===== config.mk =====
export PLATFORM = sky130hd
export DESIGN_NAME = fft_output_serializer
export DESIGN_NICKNAME = d
export VERILOG_FILES = /design/src/rtl/fft_output_serializer.sv
export SDC_FILE = /design/constraint.sdc
export NUM_CORES = 1
export LEC_CHECK = 0
export CORE_MARGIN = 1
export CORE_UTILIZATION = 57
export DETAILED_ROUTE_END_ITERATION = 12
export GPL_ROUTABILITY_DRIVEN = 0
export PLACE_DENSITY = 0.79
export SLEW_MARGIN = 20
export SYNTH_ARGS = -nofsm -noshare
export SYNTH_HDL_FRONTEND = slang
export SYNTH_SLANG_ARGS = --single-unit
export TNS_END_PERCENT = 50

===== constraint.sdc =====
create_clock -name clk_fft -period 3.65 [get_ports clk_fft]
set_input_delay 0.73 -clock clk_fft [delete_from_list [all_inputs] [get_ports clk_fft]]
set_output_delay 0.73 -clock clk_fft [all_outputs]
set_load 0.05 [all_outputs]

===== src/rtl/fft_output_serializer.sv =====
// fft_output_serializer
// Takes result pairs (top = even-index sample, bot = odd-index sample, plus the
// block exponent) from the dual-lane FFT core. It buffers them in a small pair
// FIFO and re-serializes them into one complex sample per clock for the
// capture/DMA path. It regenerates sop/eop and checks frame length on the
// input side, holding a sticky error flag.
//
// Ports
//   clk_fft, reset_n         single clock, asynchronous active-low reset
//   in_valid / in_ready      pair handshake
//   in_sop, in_eop, in_exp   pair framing and block exponent
//   in_{real,imag}_{top,bot} the two samples of the pair
//   out_valid / out_ready    sample handshake
//   out_sop, out_eop         first / last sample of frame
//   out_real, out_imag       sample
//   out_exp                  exponent travelling with the sample
//   frame_err / clear_err    sticky framing error and its synchronous clear
module fft_output_serializer #(
  parameter int data_width = 16,
  parameter int exp_width  = 6,
  parameter int fft_points = 32768,
  parameter int fifo_depth = 4
) (
  input  logic                  clk_fft,
  input  logic                  reset_n,
  input  logic                  in_valid,
  output logic                  in_ready,
  input  logic                  in_sop,
  input  logic                  in_eop,
  input  logic [exp_width-1:0]  in_exp,
  input  logic [data_width-1:0] in_real_top,
  input  logic [data_width-1:0] in_imag_top,
  input  logic [data_width-1:0] in_real_bot,
  input  logic [data_width-1:0] in_imag_bot,
  output logic                  out_valid,
  input  logic                  out_ready,
  output logic                  out_sop,
  output logic                  out_eop,
  output logic [data_width-1:0] out_real,
  output logic [data_width-1:0] out_imag,
  output logic [exp_width-1:0]  out_exp,
  output logic                  frame_err,
  input  logic                  clear_err
);

  localparam int AW     = $clog2(fifo_depth);
  localparam int PAIRS  = fft_points / 2;
  localparam int PCW    = $clog2(PAIRS);
  localparam int LAST_I = PAIRS - 1;
  localparam int ONE_I  = 1;
  localparam logic [AW:0]    DEPTH_C = fifo_depth[AW:0];
  localparam logic [PCW-1:0] LAST    = LAST_I[PCW-1:0];
  localparam logic [PCW-1:0] ONE     = ONE_I[PCW-1:0];

  typedef struct packed {
    logic                  sop;
    logic                  eop;
    logic [exp_width-1:0]  exp;
    logic [data_width-1:0] rt;
    logic [data_width-1:0] it;
    logic [data_width-1:0] rb;
    logic [data_width-1:0] ib;
  } pair_t;

  typedef enum logic {LANE_TOP, LANE_BOT} lane_t;

  pair_t           mem [fifo_depth];
  pair_t           in_pair;
  pair_t           src;
  logic [AW-1:0]   wr_ptr, rd_ptr;
  logic [AW:0]     count, count_nx;
  lane_t           lane, lane_nx;
  logic            push, pop, load, fifo_empty;

  logic                  out_valid_nx, out_sop_nx, out_eop_nx;
  logic [data_width-1:0] out_real_nx, out_imag_nx;
  logic [exp_width-1:0]  out_exp_nx;

  logic [PCW-1:0]  pc, pc_nx;
  logic            frame_viol, frame_err_nx;

  assign in_pair = '{sop: in_sop, eop: in_eop, exp: in_exp,
                     rt: in_real_top, it: in_imag_top,
                     rb: in_real_bot, ib: in_imag_bot};

  assign in_ready   = reset_n && (count < DEPTH_C);
  assign push       = in_valid && in_ready;
  assign fifo_empty = (count == '0);

  // With an empty FIFO the incoming pair feeds the output register directly,
  // so its top sample appears the cycle after acceptance. The pair is still
  // written to the FIFO, where it waits as head until its bot sample goes out.
  // lane is always LANE_TOP while the FIFO is empty.
  assign src  = fifo_empty ? in_pair : mem[rd_ptr];
  assign load = (!out_valid || out_ready) && (!fifo_empty || push);
  assign pop  = load && (lane == LANE_BOT);

  always_comb begin
    count_nx = count;
    case ({push, pop})
      2'b10:   count_nx = count + 1'b1;
      2'b01:   count_nx = count - 1'b1;
      default: count_nx = count;
    endcase
  end

  always_ff @(posedge clk_fft) begin
    if (push) mem[wr_ptr] <= in_pair;
  end

  always_ff @(posedge clk_fft or negedge reset_n) begin
    if (!reset_n) begin
      wr_ptr <= '0;
      rd_ptr <= '0;
      count  <= '0;
    end else begin
      if (push) wr_ptr <= wr_ptr + 1'b1;
      if (pop)  rd_ptr <= rd_ptr + 1'b1;
      count <= count_nx;
    end
  end

  // Output register and lane selection
  always_comb begin
    out_valid_nx = out_valid;
    out_sop_nx   = out_sop;
    out_eop_nx   = out_eop;
    out_real_nx  = out_real;
    out_imag_nx  = out_imag;
    out_exp_nx   = out_exp;
    lane_nx      = lane;
    if (load) begin
      out_valid_nx = 1'b1;
      out_exp_nx   = src.exp;
      if (lane == LANE_TOP) begin
        out_real_nx = src.rt;
        out_imag_nx = src.it;
        out_sop_nx  = src.sop;
        out_eop_nx  = 1'b0;
        lane_nx     = LANE_BOT;
      end else begin
        out_real_nx = src.rb;
        out_imag_nx = src.ib;
        out_sop_nx  = 1'b0;
        out_eop_nx  = src.eop;
        lane_nx     = LANE_TOP;
      end
    end else if (out_ready) begin
      out_valid_nx = 1'b0;
    end
  end

  always_ff @(posedge clk_fft or negedge reset_n) begin
    if (!reset_n) begin
      lane      <= LANE_TOP;
      out_valid <= 1'b0;
      out_sop   <= 1'b0;
      out_eop   <= 1'b0;
      out_real  <= '0;
      out_imag  <= '0;
      out_exp   <= '0;
    end else begin
      lane      <= lane_nx;
      out_valid <= out_valid_nx;
      out_sop   <= out_sop_nx;
      out_eop   <= out_eop_nx;
      out_real  <= out_real_nx;
      out_imag  <= out_imag_nx;
      out_exp   <= out_exp_nx;
    end
  end

  // Frame check: sop must coincide with pair 0 and eop with the last pair.
  // Counter priority on a violation: eop ends the frame, else sop resyncs to 1,
  // else the counter wraps at the last pair.
  always_comb begin
    frame_viol = 1'b0;
    pc_nx      = pc;
    if (push) begin
      frame_viol = (in_sop != (pc == '0)) || (in_eop != (pc == LAST));
      if (in_eop)          pc_nx = '0;
      else if (in_sop)     pc_nx = ONE;
      else if (pc == LAST) pc_nx = '0;
      else                 pc_nx = pc + ONE;
    end
    frame_err_nx = (clear_err ? 1'b0 : frame_err) || frame_viol;
  end

  always_ff @(posedge clk_fft or negedge reset_n) begin
    if (!reset_n) begin
      pc        <= '0;
      frame_err <= 1'b0;
    end else begin
      pc        <= pc_nx;
      frame_err <= frame_err_nx;
    end
  end

endmodule

==> run metrics <==
status completed; register area 0.0103 mm2; Starting Density 58.5%; Syn Area/Cell 18.8 um2; Tightest Pin Transition 0.810 ns; headroom to the max-slew limit 46.0%; Synth Area in Adders 0.777%; CP arrival 3.10 ns; root buf cell clkbuf_16; Max VDD drop 630 uV; Post-Syn Nets 823; Hold Crit Class primary input to async pin; Synth Cell Area 0.0138 mm2; async set-or-reset flop fraction in the synthesized netlist 18.2%; Synth cell types 47; total grt overflow 0; EDFF count, synth 288; CTS resizes 0; FF+latch count, synth 352; largest family of logic cells by synthesized area multiplexers; sequential area share after synthesis 74.0%; non-filler instance count after layout 1221; CP startpoint kind flop; via density per instance 6.27; first-pass GRT wire length 46.9 mm; RSZ-0062 raised after global routing no; Max Transition Viols Final 0; die height 158 um; power per cell area 780 mW/mm2; DR vias 7659; number of global-route vias before repair 8137; Critical path origin count[2]; post-synthesis mux area share 12.4%; Synth Instances 738; drt first pass iters 5; # Post-CTS Setup Buffers 0; Critical Path RT 4.07 ns; gr usage total 25.9%; Wirelength per Cell 24.9 um; CP max FO 43; CTS clk-pin slew, worst paths 0.06 ns; die width 158 um; reg2reg setup slack 0.97 ns; hpwl dp 17.6 mm; ANT nets after route 0; # setup viols final 0; XOR/XNOR Fraction of Synth Area 1.01%; initial antenna violation count 3; Fmax 373 MHz; Syn. warnings 0; DIE AREA 0.0249 mm2; end of the worst register-to-register path out_real[9]; main flop type after synthesis edfxtp_1; Core Area 0.0237 mm2; crit path capture out_real[9]; TritonCTS clock tree yes; Longest Clk Path Bufs 3; minimum clock period 2.68 ns; Cells after DPL 1154; total negative slack 0 ns; worst-skew pair later-pin latency 0.52 ns; Iteration-0 DRC Markers 716; Layout Nets 957; Final period util 73.5%; pin count of the biggest net entering global routing 49; crit path capture type flop; drc violations 0; most common cell after layout, fill and taps aside edfxtp_1; I/O pins 120; Row Count 56; Max Cap Viol 0; CTS sink cnt 352; fraction of layout cells with a size suffix above 1 17.2%; multi-input logic area 0.00340 mm2; Post-Synth Simple-Gate Area 4.03%; Fin Clk Skew 0.0171 ns; hold_ws 0.0887 ns; leakage power 5.64 nW; number of CTS-inserted buffers 35; wirelength, routed 30.4 mm; Reg2Reg Depth 6; Synth Area in Compound Gates 6.12%; count of input and output buffers 119; most frequent cells in the layout edfxtp_1 (288), clkdlybuf4s50_1 (118), mux4_2 (72), a22oi_1 (63), dfrtp_1 (62); Area growth, synth to finish 20.4%; number of H-tree levels 2; final hold vios 0; number of buffers inserted by hold repair at cts 0; Worst Path Class, Setup flop to flop; worst reg2reg path startpoint count[2]; Filler cells 1433
[flip-flops by register name, indices dropped and copies added, names as in the netlist]
signal,cells
pc,14
rd_ptr,2
lane,1
out_eop,1
frame_err,1
out_imag,16
out_exp,6
wr_ptr,2
out_sop,1
mem,288
count,3
out_real,16
out_valid,1
[report_power, final]
group / switching (mW) / leakage, nW / internal, mW
Sequential: 0.487 / 3.40 / 4.90
Clock: 1.45 / 0.564 / 2.18
Combinational: 2.26 / 1.68 / 1.74
[cell usage after synthesis, types with 6 or more instances]
cell type  instances  area share, %
o211ai_1          31            1.7
ha_1               7           0.63
a22oi_1           63            3.4
clkbuf_1          19           0.52
nor3_1             8           0.29
dfrtp_1           64             12
edfxtp_1         288             62
o21ai_1            8           0.29
and2_1             6           0.27
nand2_1           49            1.3
buf_2             19           0.69
mux4_2            72             12
nor2_1            16           0.43
xnor2_1           10           0.63
mux2i_1            9           0.65
xor2_1             6           0.38
inv_1             11           0.30
[per-layer routing]
metal / part of all wire [%] / GRT usage, % / vias to the layer above
met3: 9.1 / 6.16 / 53
met5: 0.072 / 0 / -
li1: - / - / 3264
met2: 50 / 41.9 / 396
met1: 39 / 35.0 / 3942
met4: 2.0 / 8.37 / 4
[cell families (layout without fill, tap and decap cells)]
group / Yosys count / in the layout
mux: 81 / 81
flops: 352 / 352
buf+inv: 53 / 214
xor+xnor: 16 / 16
compound gates: 117 / 117
simple gates: 111 / 111
fa+ha+maj: 8 / 8
other cells: 0 / 3
[worst max-delay path: stages (launching register included)]
cell and delay (ns):
dfrtp_1 0.44, or3_2 0.50, buf_4 0.37, o21ai_4 0.65, buf_12 0.29, a22oi_1 0.13, o211ai_1 0.17
[area by class of cell]
cell class,instances,share of cell area [%]
inverters,12,0.270
flip-flops and latches,352,61.5
clock buffers,46,5.63
repair buffers,138,8.43
well taps,319,2.39
multi-input cells,333,20.4
clock inverters,18,1.35
diodes,3,0.0450
[worst min-delay path by stage]
stage,startpoint,end,slack (ns),cells after the start
finish,reset_n,count[0],0.09,1
global route,reset_n,out_imag[10],0.09,1
CTS,reset_n,out_imag[10],0.08,1
detailed placement,out_sop,out_sop,0.47,2
global placement,out_exp[5],out_exp[5],0.47,2
floorplan,reset_n,count[0],0.43,0
[metrics by stage]
stage | instance area (um2) | setup WS (ns) | utilization, % | power [mW]
after floorplan | 13800 | 0.156 | - | 8.12
after global placement | 15500 | 0.681 | 65.5 | 9.32
after detailed placement | 15500 | 0.548 | 65.5 | 9.44
after CTS | 16700 | 0.949 | 70.4 | 13.1
after global routing | 16700 | 0.887 | 70.4 | 13.5
final | 16700 | 0.969 | 70.4 | 13.0
No activity file was read; power rests on OpenSTA's default activity.
==> RTL edit (config.mk and constraints unchanged) <==
Change the parameter `data_width` from 16 to 24.
--- a/src/rtl/fft_output_serializer.sv
+++ b/src/rtl/fft_output_serializer.sv
@@ -17,5 +17,5 @@
 //   frame_err / clear_err    sticky framing error and its synchronous clear
 module fft_output_serializer #(
-  parameter int data_width = 16,
+  parameter int data_width = 24,
   parameter int exp_width  = 6,
   parameter int fft_points = 32768,
Interface: changed (6 resized); port bits go from 120 to 168. No check against the original RTL was run, so the function may have changed too.
==> RTL edit against the original RTL <==
Via count grew 34%. Critical path depth grew 3. Count of clock-buffer cells in the layout grew 24. Sequential cell count grew 144. Setup slack gained 0.056 ns. Power grew 34%. Sequential power grew 37%. Register-to-register slack gained 0.10 ns. Critical endpoint is now count[2]. Design area grew 37%. Die area grew 38%. Area after synthesis grew 38%. Wire length grew 37%.
==> RTL edit: results (changes against the original RTL) <==
Unique masters post-synth=41 (-13%); pin count of the biggest net entering global routing=54 (+10%); worst rel slew slack=0.490 (+0.0306); post-synthesis async set-or-reset flop share=0.161 (-0.0205); PortBufs=167 (+40%); fillers=2,015 (+41%); Post-synth EDFFs=416 (+44%); status=finished clean; initial antenna violation count=2 (-1); Total GRT Usage=0.253 (-0.00537); Num CTS Buffers=47 (+34%); Non-Filler Instances=1,612 (+32%); Crit Reg-Reg Endpoint=count[2]; WL per Instance=25.8 um (+3.5%); layout cells sized above 1=0.180 (+0.00808); Placed Cells=1,526 (+32%); top post-synthesis cells by count=edfxtp_1, mux4_2, dfrtp_1; vias in the first global route=10,873 (+34%); CP arrival=3.03 ns (-0.07 ns); first-pass GRT wire length=63,900 um (+36%); r2r setup slk=1.07 ns (+0.10 ns); crit-path max cell delay=0.53 ns (-0.12 ns); kind of cell adding the most delay to the critical path=buffers and inverters; worst skew pair latency=0.54 ns (+0.02 ns); syn_nets=1,065 (+29%); LEAKAGE=7.71 nW (+37%); VDD IR-drop max=0.000542 V (-14%); Max FO, Critical Path=13 (-70%); largest registers=mem (416), out_imag (24), out_real (24); via count=10,242 (+34%); sequential area share after synthesis=0.757 (+0.0173); Synth area leaders=edfxtp_1, mux4_2, dfrtp_1; Placed Instance Area=0.0215 mm2 (+39%); slowest CP cell=clkdlybuf4s50_1; iteration-0 DRC count of the detailed router=1,296 (+81%)
## RTL edit: changes by cell type in the layout (fill, tap and decap cells not counted), sizes merged, moves of 10 or more
cell	delta
dfrtp	+16
a22oi	-15
clkbuf	+24
mux4	+32
edfxtp	+128
nand2	-29
a222oi	+46
o211ai	-30
clkdlybuf4s50	+47
o21ai	+45
buf	+10
## RTL edit: kinds of logic after synthesis
| group | after synthesis | share of synthesized area |
|---|---|---|
| flip-flops | 496 | 0.757 |
| AO/OA/AOI/OAI | 160 | 0.0614 |
| buffers and inverters | 71 | 0.0175 |
| multiplexers | 114 | 0.128 |
| adder cells (fa/ha/maj) | 8 | 0.00562 |
| XOR/XNOR | 19 | 0.00870 |
| AND/OR/NAND/NOR | 80 | 0.0217 |
## RTL edit: power by group
group          internal, W  total [W]  switching (W)
Combinational      0.00236    0.00555        0.00319
Clock              0.00253    0.00447        0.00194
Sequential         0.00690    0.00739       0.000487
Total               0.0118     0.0174        0.00562
## RTL edit: through the flow
step	power (W)	setup WS (ns)	utilization	TNS (ns)	hold slack, ns
global placement	0.0129	0.565	0.656	0	0.470
global route	0.0181	0.872	0.699	0	0.0208
finish	0.0174	1.03	0.699	0	0.0217
floorplan	0.0112	-0.479	-	-99.73	0.434
detailed placement	0.0130	0.495	0.656	0	0.474
CTS	0.0175	1.04	0.698	0	0.00498
## RTL edit: routing by layer
metal,vias up,routed length (um),track usage,part of all wire
li1,4369,-,-,-
met1,5264,16600,0.360,0.40
met2,535,20700,0.412,0.50
met3,72,3340,0.0417,0.080
met4,2,840,0.0714,0.020
met5,-,11,0,0.00026
## RTL edit: area by class of cell
class / instances / area share
Antenna cell: 1 / 0.000109
Clock buffer: 70 / 0.0569
Clock inverter: 15 / 0.00437
Inverter: 12 / 0.00197
Multi-Input combinational cell: 381 / 0.190
Sequential cell: 496 / 0.633
Tap cell: 442 / 0.0241
Timing Repair Buffer: 195 / 0.0896
## RTL edit: worst max-delay path by stage
stage,from,to,slack [ns],cells past startpoint
detailed placement,in_valid,count[2],0.50,9
global route,in_valid,count[2],0.87,9
finish,in_valid,count[2],1.03,9
CTS,count[2],count[2],1.04,10
global placement,in_valid,count[2],0.56,11
floorplan,in_valid,mem[2][0],-0.48,3
## RTL edit: worst register-to-register path, delay by kind of cell, from the launching register on
family	cells	cell delay, ns
and+or+nand+nor	4	1.07
xor gates and xnor gates	2	0.30
buffers and inverters	2	0.13
DFF	1	0.45
adders and majority gates	2	0.55
